`config.mk`:
```
export PLATFORM = sky130hd
export DESIGN_NAME = xsim_run_ctrl
export DESIGN_NICKNAME = d
export VERILOG_FILES = /design/src/rtl/xsim_ctrl_pkg.sv /design/src/rtl/sat_counter.sv /design/src/rtl/xsim_run_ctrl.sv
export SDC_FILE = /design/constraint.sdc
export NUM_CORES = 1
export LEC_CHECK = 0
export CAP_MARGIN = 20
export CORE_UTILIZATION = 30
export DETAILED_ROUTE_END_ITERATION = 8
export GPL_ROUTABILITY_DRIVEN = 0
export RECOVER_POWER = 25
export SKIP_LAST_GASP = 1
export SLEW_MARGIN = 20
export SYNTH_ARGS = -nofsm -noshare
export SYNTH_HDL_FRONTEND = slang
export SYNTH_HIERARCHICAL = 1
export SYNTH_SLANG_ARGS = --single-unit
```
`constraint.sdc`:
```
create_clock -name CLK -period 2.4 [get_ports CLK]
set_input_delay 0.48 -clock CLK [delete_from_list [all_inputs] [get_ports CLK]]
set_output_delay 0.48 -clock CLK [all_outputs]
set_load 0.05 [all_outputs]
```
`src/rtl/xsim_ctrl_pkg.sv`:
```
// rtl/xsim_ctrl_pkg.sv - shared state/cause encodings for the xsim run controller
// Purpose: state and finish-cause encodings used by xsim_run_ctrl and by the
//          sim top's display logic, plus the reset-hold length helper.
// Ports:   none (package).
package xsim_ctrl_pkg;

   typedef enum logic [1:0] {
      ST_HOLD  = 2'd0,
      ST_RUN   = 2'd1,
      ST_DRAIN = 2'd2,
      ST_DONE  = 2'd3
   } run_state_e;

   typedef enum logic [1:0] {
      CAUSE_NONE    = 2'd0,
      CAUSE_HOST    = 2'd1,
      CAUSE_TIMEOUT = 2'd2
   } finish_cause_e;

   // A zero-length reset hold still needs one edge of DUT reset.
   function automatic int eff_reset_cycles(input int n);
      return (n < 1) ? 1 : n;
   endfunction

endpackage

```
`src/rtl/sat_counter.sv`:
```
// rtl/sat_counter.sv - saturating up-counter with synchronous clear
// Purpose: counts enabled cycles, sticks at all-ones instead of wrapping.
// Ports:   clk    in   clock, posedge
//          clr    in   synchronous clear, wins over inc
//          inc    in   count enable
//          count  out  WIDTH  current count (registered)
//          at_max out  count is all-ones
module sat_counter #(
   parameter int WIDTH = 32
) (
   input  logic             clk,
   input  logic             clr,
   input  logic             inc,
   output logic [WIDTH-1:0] count,
   output logic             at_max
);

   logic [WIDTH-1:0] count_q;
   logic [WIDTH-1:0] count_d;

   always_comb begin
      count_d = count_q;
      if (clr) begin
         count_d = '0;
      end else if (inc && !at_max) begin
         count_d = count_q + WIDTH'(1);
      end
   end

   always_ff @(posedge clk) begin
      count_q <= count_d;
   end

   assign count  = count_q;
   assign at_max = &count_q;

endmodule

```
`src/rtl/xsim_run_ctrl.sv`:
```
// rtl/xsim_run_ctrl.sv - sim run controller: DUT reset hold, cycle count, drained finish
// Purpose: holds DUT reset for RESET_CYCLES after RST, counts cycles, and turns a
//          host finish request into a finish that waits for DRAIN_CYCLES idle cycles.
// Ports:   CLK          in   clock, posedge
//          RST          in   synchronous active-high reset
//          finish_req   in   host end-of-sim request (level)
//          dut_idle     in   DUT has no outstanding work
//          dut_rst_n    out  active-low DUT reset
//          run          out  high in RUN and DRAIN
//          cycle_count  out  CNT_W  cycles since RST release, saturating
//          state        out  2  HOLD/RUN/DRAIN/DONE
//          finish       out  sticky end of simulation
//          finish_cause out  2  0 none, 1 host, 2 timeout
module xsim_run_ctrl
   import xsim_ctrl_pkg::*;
#(
   parameter int RESET_CYCLES   = 20,
   parameter int DRAIN_CYCLES   = 8,
   parameter int TIMEOUT_CYCLES = 0,
   parameter int CNT_W          = 32
) (
   input  logic             CLK,
   input  logic             RST,
   input  logic             finish_req,
   input  logic             dut_idle,
   output logic             dut_rst_n,
   output logic             run,
   output logic [CNT_W-1:0] cycle_count,
   output logic [1:0]       state,
   output logic             finish,
   output logic [1:0]       finish_cause
);

   localparam logic [1:0] S_HOLD    = 2'(ST_HOLD);
   localparam logic [1:0] S_RUN     = 2'(ST_RUN);
   localparam logic [1:0] S_DRAIN   = 2'(ST_DRAIN);
   localparam logic [1:0] S_DONE    = 2'(ST_DONE);
   localparam logic [1:0] C_NONE    = 2'(CAUSE_NONE);
   localparam logic [1:0] C_HOST    = 2'(CAUSE_HOST);
   localparam logic [1:0] C_TIMEOUT = 2'(CAUSE_TIMEOUT);

   localparam logic [CNT_W-1:0] HOLD_LAST    = CNT_W'(eff_reset_cycles(RESET_CYCLES) - 1);
   localparam logic [CNT_W-1:0] DRAIN_LAST   = CNT_W'(DRAIN_CYCLES - 1);
   localparam logic [CNT_W-1:0] TIMEOUT_LAST = CNT_W'(TIMEOUT_CYCLES - 1);
   localparam logic             DRAIN_EN     = (DRAIN_CYCLES != 0);
   localparam logic             TIMEOUT_EN   = (TIMEOUT_CYCLES != 0);

   logic [1:0]       state_q, state_d;
   logic [1:0]       cause_q, cause_d;
   logic             pending_q, pending_d;
   logic             rst_n_q, rst_n_d;
   logic             run_q, run_d;
   logic             finish_q, finish_d;

   logic [CNT_W-1:0] cycle_cnt, hold_cnt, drain_cnt;
   logic             cycle_max, hold_max, drain_max;
   logic             unused_at_max;
   logic             timeout_hit;

   // Cycle counter stops in DONE so the final value stays visible.
   sat_counter #(.WIDTH(CNT_W)) u_cycle_cnt (
      .clk    (CLK),
      .clr    (RST),
      .inc    (state_q != S_DONE),
      .count  (cycle_cnt),
      .at_max (cycle_max)
   );

   sat_counter #(.WIDTH(CNT_W)) u_hold_cnt (
      .clk    (CLK),
      .clr    (RST),
      .inc    (state_q == S_HOLD),
      .count  (hold_cnt),
      .at_max (hold_max)
   );

   // Held at zero through RUN so DRAIN always starts from zero; any busy
   // cycle in DRAIN restarts the consecutive-idle count.
   sat_counter #(.WIDTH(CNT_W)) u_drain_cnt (
      .clk    (CLK),
      .clr    (RST || (state_q == S_RUN) || ((state_q == S_DRAIN) && !dut_idle)),
      .inc    ((state_q == S_DRAIN) && dut_idle),
      .count  (drain_cnt),
      .at_max (drain_max)
   );

   assign unused_at_max = ^{cycle_max, hold_max, drain_max};

   assign timeout_hit = TIMEOUT_EN && (cycle_cnt == TIMEOUT_LAST);

   always_comb begin
      state_d   = state_q;
      cause_d   = cause_q;
      pending_d = pending_q;
      case (state_q)
         S_HOLD: begin
            if (finish_req) begin
               pending_d = 1'b1;
            end
            if (hold_cnt == HOLD_LAST) begin
               state_d = S_RUN;
            end
         end
         S_RUN: begin
            // Host request outranks a same-edge timeout.
            if (finish_req || pending_q) begin
               state_d = S_DRAIN;
               cause_d = C_HOST;
            end else if (timeout_hit) begin
               state_d = S_DONE;
               cause_d = C_TIMEOUT;
            end
         end
         S_DRAIN: begin
            // Cause stays HOST even when the watchdog cuts the drain short.
            if (!DRAIN_EN || timeout_hit || (dut_idle && (drain_cnt == DRAIN_LAST))) begin
               state_d = S_DONE;
            end
         end
         default: begin
         end
      endcase
      rst_n_d  = (state_d != S_HOLD);
      run_d    = (state_d == S_RUN) || (state_d == S_DRAIN);
      finish_d = (state_d == S_DONE);
   end

   always_ff @(posedge CLK) begin
      if (RST) begin
         state_q   <= S_HOLD;
         cause_q   <= C_NONE;
         pending_q <= 1'b0;
         rst_n_q   <= 1'b0;
         run_q     <= 1'b0;
         finish_q  <= 1'b0;
      end else begin
         state_q   <= state_d;
         cause_q   <= cause_d;
         pending_q <= pending_d;
         rst_n_q   <= rst_n_d;
         run_q     <= run_d;
         finish_q  <= finish_d;
      end
   end

   assign dut_rst_n    = rst_n_q;
   assign run          = run_q;
   assign cycle_count  = cycle_cnt;
   assign state        = state_q;
   assign finish       = finish_q;
   assign finish_cause = cause_q;

endmodule

```
==> results of run 1 <==
-- metal layers --
layer | wire, microns | share of wire | GRT usage | vias up
met5 | 0 | 0 | 0 | -
met1 | 7360 | 0.51 | 0.208 | 2519
li1 | - | - | - | 2754
met2 | 6490 | 0.45 | 0.238 | 88
met4 | 169 | 0.012 | 0.0383 | 0
met3 | 499 | 0.034 | 0.0336 | 17
-- area by class of cell --
| cell class | count | area, sq um |
|---|---|---|
| Clock inverter | 5 | 81.3 |
| Multi-Input combinational cell | 531 | 3510 |
| Sequential cell | 103 | 2060 |
| Inverter | 10 | 37.5 |
| Fill cell | 1942 | 11700 |
| Timing Repair Buffer | 103 | 868 |
| Clock buffer | 11 | 233 |
| Tap cell | 234 | 293 |
-- cell usage in the layout (no fill, tap or decap), types with 10 or more instances in the layout --
cell and instances:
dfxtp_1 101, nand2_1 57, buf_4 57, nor2_1 53, a21oi_1 50, nand3_1 43, or4_1 35, or3_1 32
clkdlybuf4s50_1 30, o31ai_1 27, o21ai_0 25, and4_1 21, nand4_1 20, xnor2_1 18, a21oi_2 18, nor3_1 17
nor4_1 12, inv_1 10, dlygate4sd3_1 10
-- flip-flops by register name, summed over array words and instances (netlist names) --
| signal | count |
|---|---|
| u_hold_cnt/count | 32 |
| finish_cause | 1 |
| state | 2 |
| u_cycle_cnt/count | 32 |
| run | 1 |
| finish | 1 |
| u_drain_cnt/count | 32 |
| pending_q | 1 |
| dut_rst_n | 1 |
-- final timing paths --
kind | startpoint | end | slack [ns] | cells past startpoint
worst min-delay path | finish_cause[0] | finish_cause[0] | 0.48 | 2
worst max register to register | u_hold_cnt/count[11] | u_hold_cnt/count[30] | 0.11 | 6
worst max-delay path | u_hold_cnt/count[11] | u_hold_cnt/count[30] | 0.11 | 6
worst min register to register | finish_cause[0] | finish_cause[0] | 0.48 | 2
-- per-stage QoR --
| stage | total power [mW] | setup WS (ns) |
|---|---|---|
| 6_report | 3.43 | 0.108 |
| 3_5_place_dp | 1.87 | -0.175 |
| 4_1_cts | 3.48 | 0.0919 |
| 2_1_floorplan | 1.83 | -0.0231 |
| 5_1_grt | 3.56 | 0.0278 |
| 3_3_place_gp | 1.87 | -0.0943 |
-- tightest hold or removal path, cell delays in order (launching register included) --
cell and delay [ns]:
dfxtp_1 0.33, nor2_1 0.05, nor2_1 0.07
-- logic make-up after synthesis --
logic type / count (synthesis)
muxes: 9
other: 1
xor gates and xnor gates: 21
DFF: 103
AOI/OAI and AO/OA: 162
buffers and inverters: 38
adders and majority gates: 5
and+or+nand+nor: 333
-- where the power goes --
part	internal (mW)	total [mW]	switching, mW
clock network	0.918	1.60	0.678
registers	1.72	1.73	0.0107
logic	0.0320	0.102	0.0696
==> run metrics, run 1 <==
DIE WIDTH=141 microns; number of global-route vias before repair=4778; Post-synth EDFFs=0; area grow syn2layout=23.0%; Synthesized Nets=681; IO Count=43; Worst path slowest cell=or4_1; number of remaining DRC errors=0; final core occ=0.377; Max VDD drop=0.333 mV; Total Neg Setup Slack=0 ns; # Max-Cap Violations=0; Initial DRT Pass Iterations=4; root buf cell=clkbuf_16; post-layout net count=767; Worst Setup Path Type=flop to flop; Post-synth top cells=103 x dfxtp_1, 57 x nand2_1, 53 x nor2_1; cts hold-fix bufs=0; DP HPWL=approximately 10000 microns; YS warnings=6; dpl cell area=6800 sq um; H-Tree Level Count=3; DR vias=5378; Worst-path clk slew=approximately 0.07 ns; Worst Hold Margin=between 0.4 and 0.5 ns; CTS buffer count=9; PwrDens=484 nW/um^2; largest family of logic cells by synthesized area=simple AND/OR/NAND/NOR gates; final instance area=7080 sq um; min-delay worst type=flop to flop; fin crit share=0.955; delay-heaviest family, CP=simple AND/OR/NAND/NOR gates; # diodes=0; post-synthesis compound-gate area fraction=0.213; XOR/XNOR share of the synthesized area=0.0319; Fmax=436 MHz; share of the synthesized area in the top cell type=0.358; Distinct cells, synth=48; CP Capture Type=flop; Worst Path Arrival=around 2.5 ns; pin count of the biggest net entering global routing=76; top post-synthesis cells by area=dfxtp_1 36%, or4_1 4.6%, a21oi_1 4.3%; top_reg_cell synth=dfxtp_1; Worst Setup Start Kind=flop; Post-Synth Adder-Cell Area=0.0109; # resized after CTS=0; proportion of synthesized area in mux cells=0.0163; post-DR vias/cell=5.39; simple-gate share of the synthesized area=0.335; Die Ht=141 microns; final setup violating endpoints=0; Placed Instances=981; core area=~19000 sq um; # rows=50; Final Skew=approximately 0.0071 ns; Avg WL per Cell=14.6 microns; Hold Violations, Final=0; Clk Latency, worst-skew pair=around 0.36 ns; most common cell in the netlist=dfxtp_1; total gr overflow=0; layout cells sized above 1=0.157; Yosys reg bits=103; ANT nets after route=0; clock sink count=slightly above 100; Final Non-Filler Cells=between 900 and 1000; Tot GR Track Use=0.151; outcome=finished clean; Die Area=19800 sq um; Tmin final=2.29 ns; first-pass GRT wire length=24200 microns; max incr delay on CP=0.57 ns; CP max FO=7; post-synthesis cell count=672; critical path required time=2.65 ns; ys async rst share=0; Yosys top cell by area=dfxtp_1; RSZ-0062 raised after global routing=false; setup bufs post-CTS=0; Buf+Inv Stages, Crit Path=1; antenna violations before repair=0; Final Max Tran Viols=0; starting DRC count in detailed routing=239; Leak=2.27 nW; I/O Buffers=41; Worst-Margin Slew=approximately 0.55 ns; Initial Utilization=0.307; Clock Tree Buf Depth=2; total wire length=14500 microns; Avg Inst Size Synth=8.57 sq um; max_slew headroom=0.629; synthesized area=slightly below 6000 sq um; sequence of cells on the critical path=nand4_1, or4_1, buf_4, a2111oi_2, a21oi_1, a31o_1; CTS tree=yes; Seq/Total Area, Yosys=0.358
No activity file was read; power rests on OpenSTA's default activity.
==> run 2, diff against run 1 <==
--- a/config.mk
+++ b/config.mk
@@ -5,7 +5,7 @@
 export SDC_FILE = /design/constraint.sdc
 export NUM_CORES = 1
 export LEC_CHECK = 0
-export CAP_MARGIN = 20
+export CAP_MARGIN = 15
 export CORE_UTILIZATION = 30
 export DETAILED_ROUTE_END_ITERATION = 8
 export GPL_ROUTABILITY_DRIVEN = 0
==> results of run 2 <==
The final DEF is identical to that of run 1; final timing and power are the same.
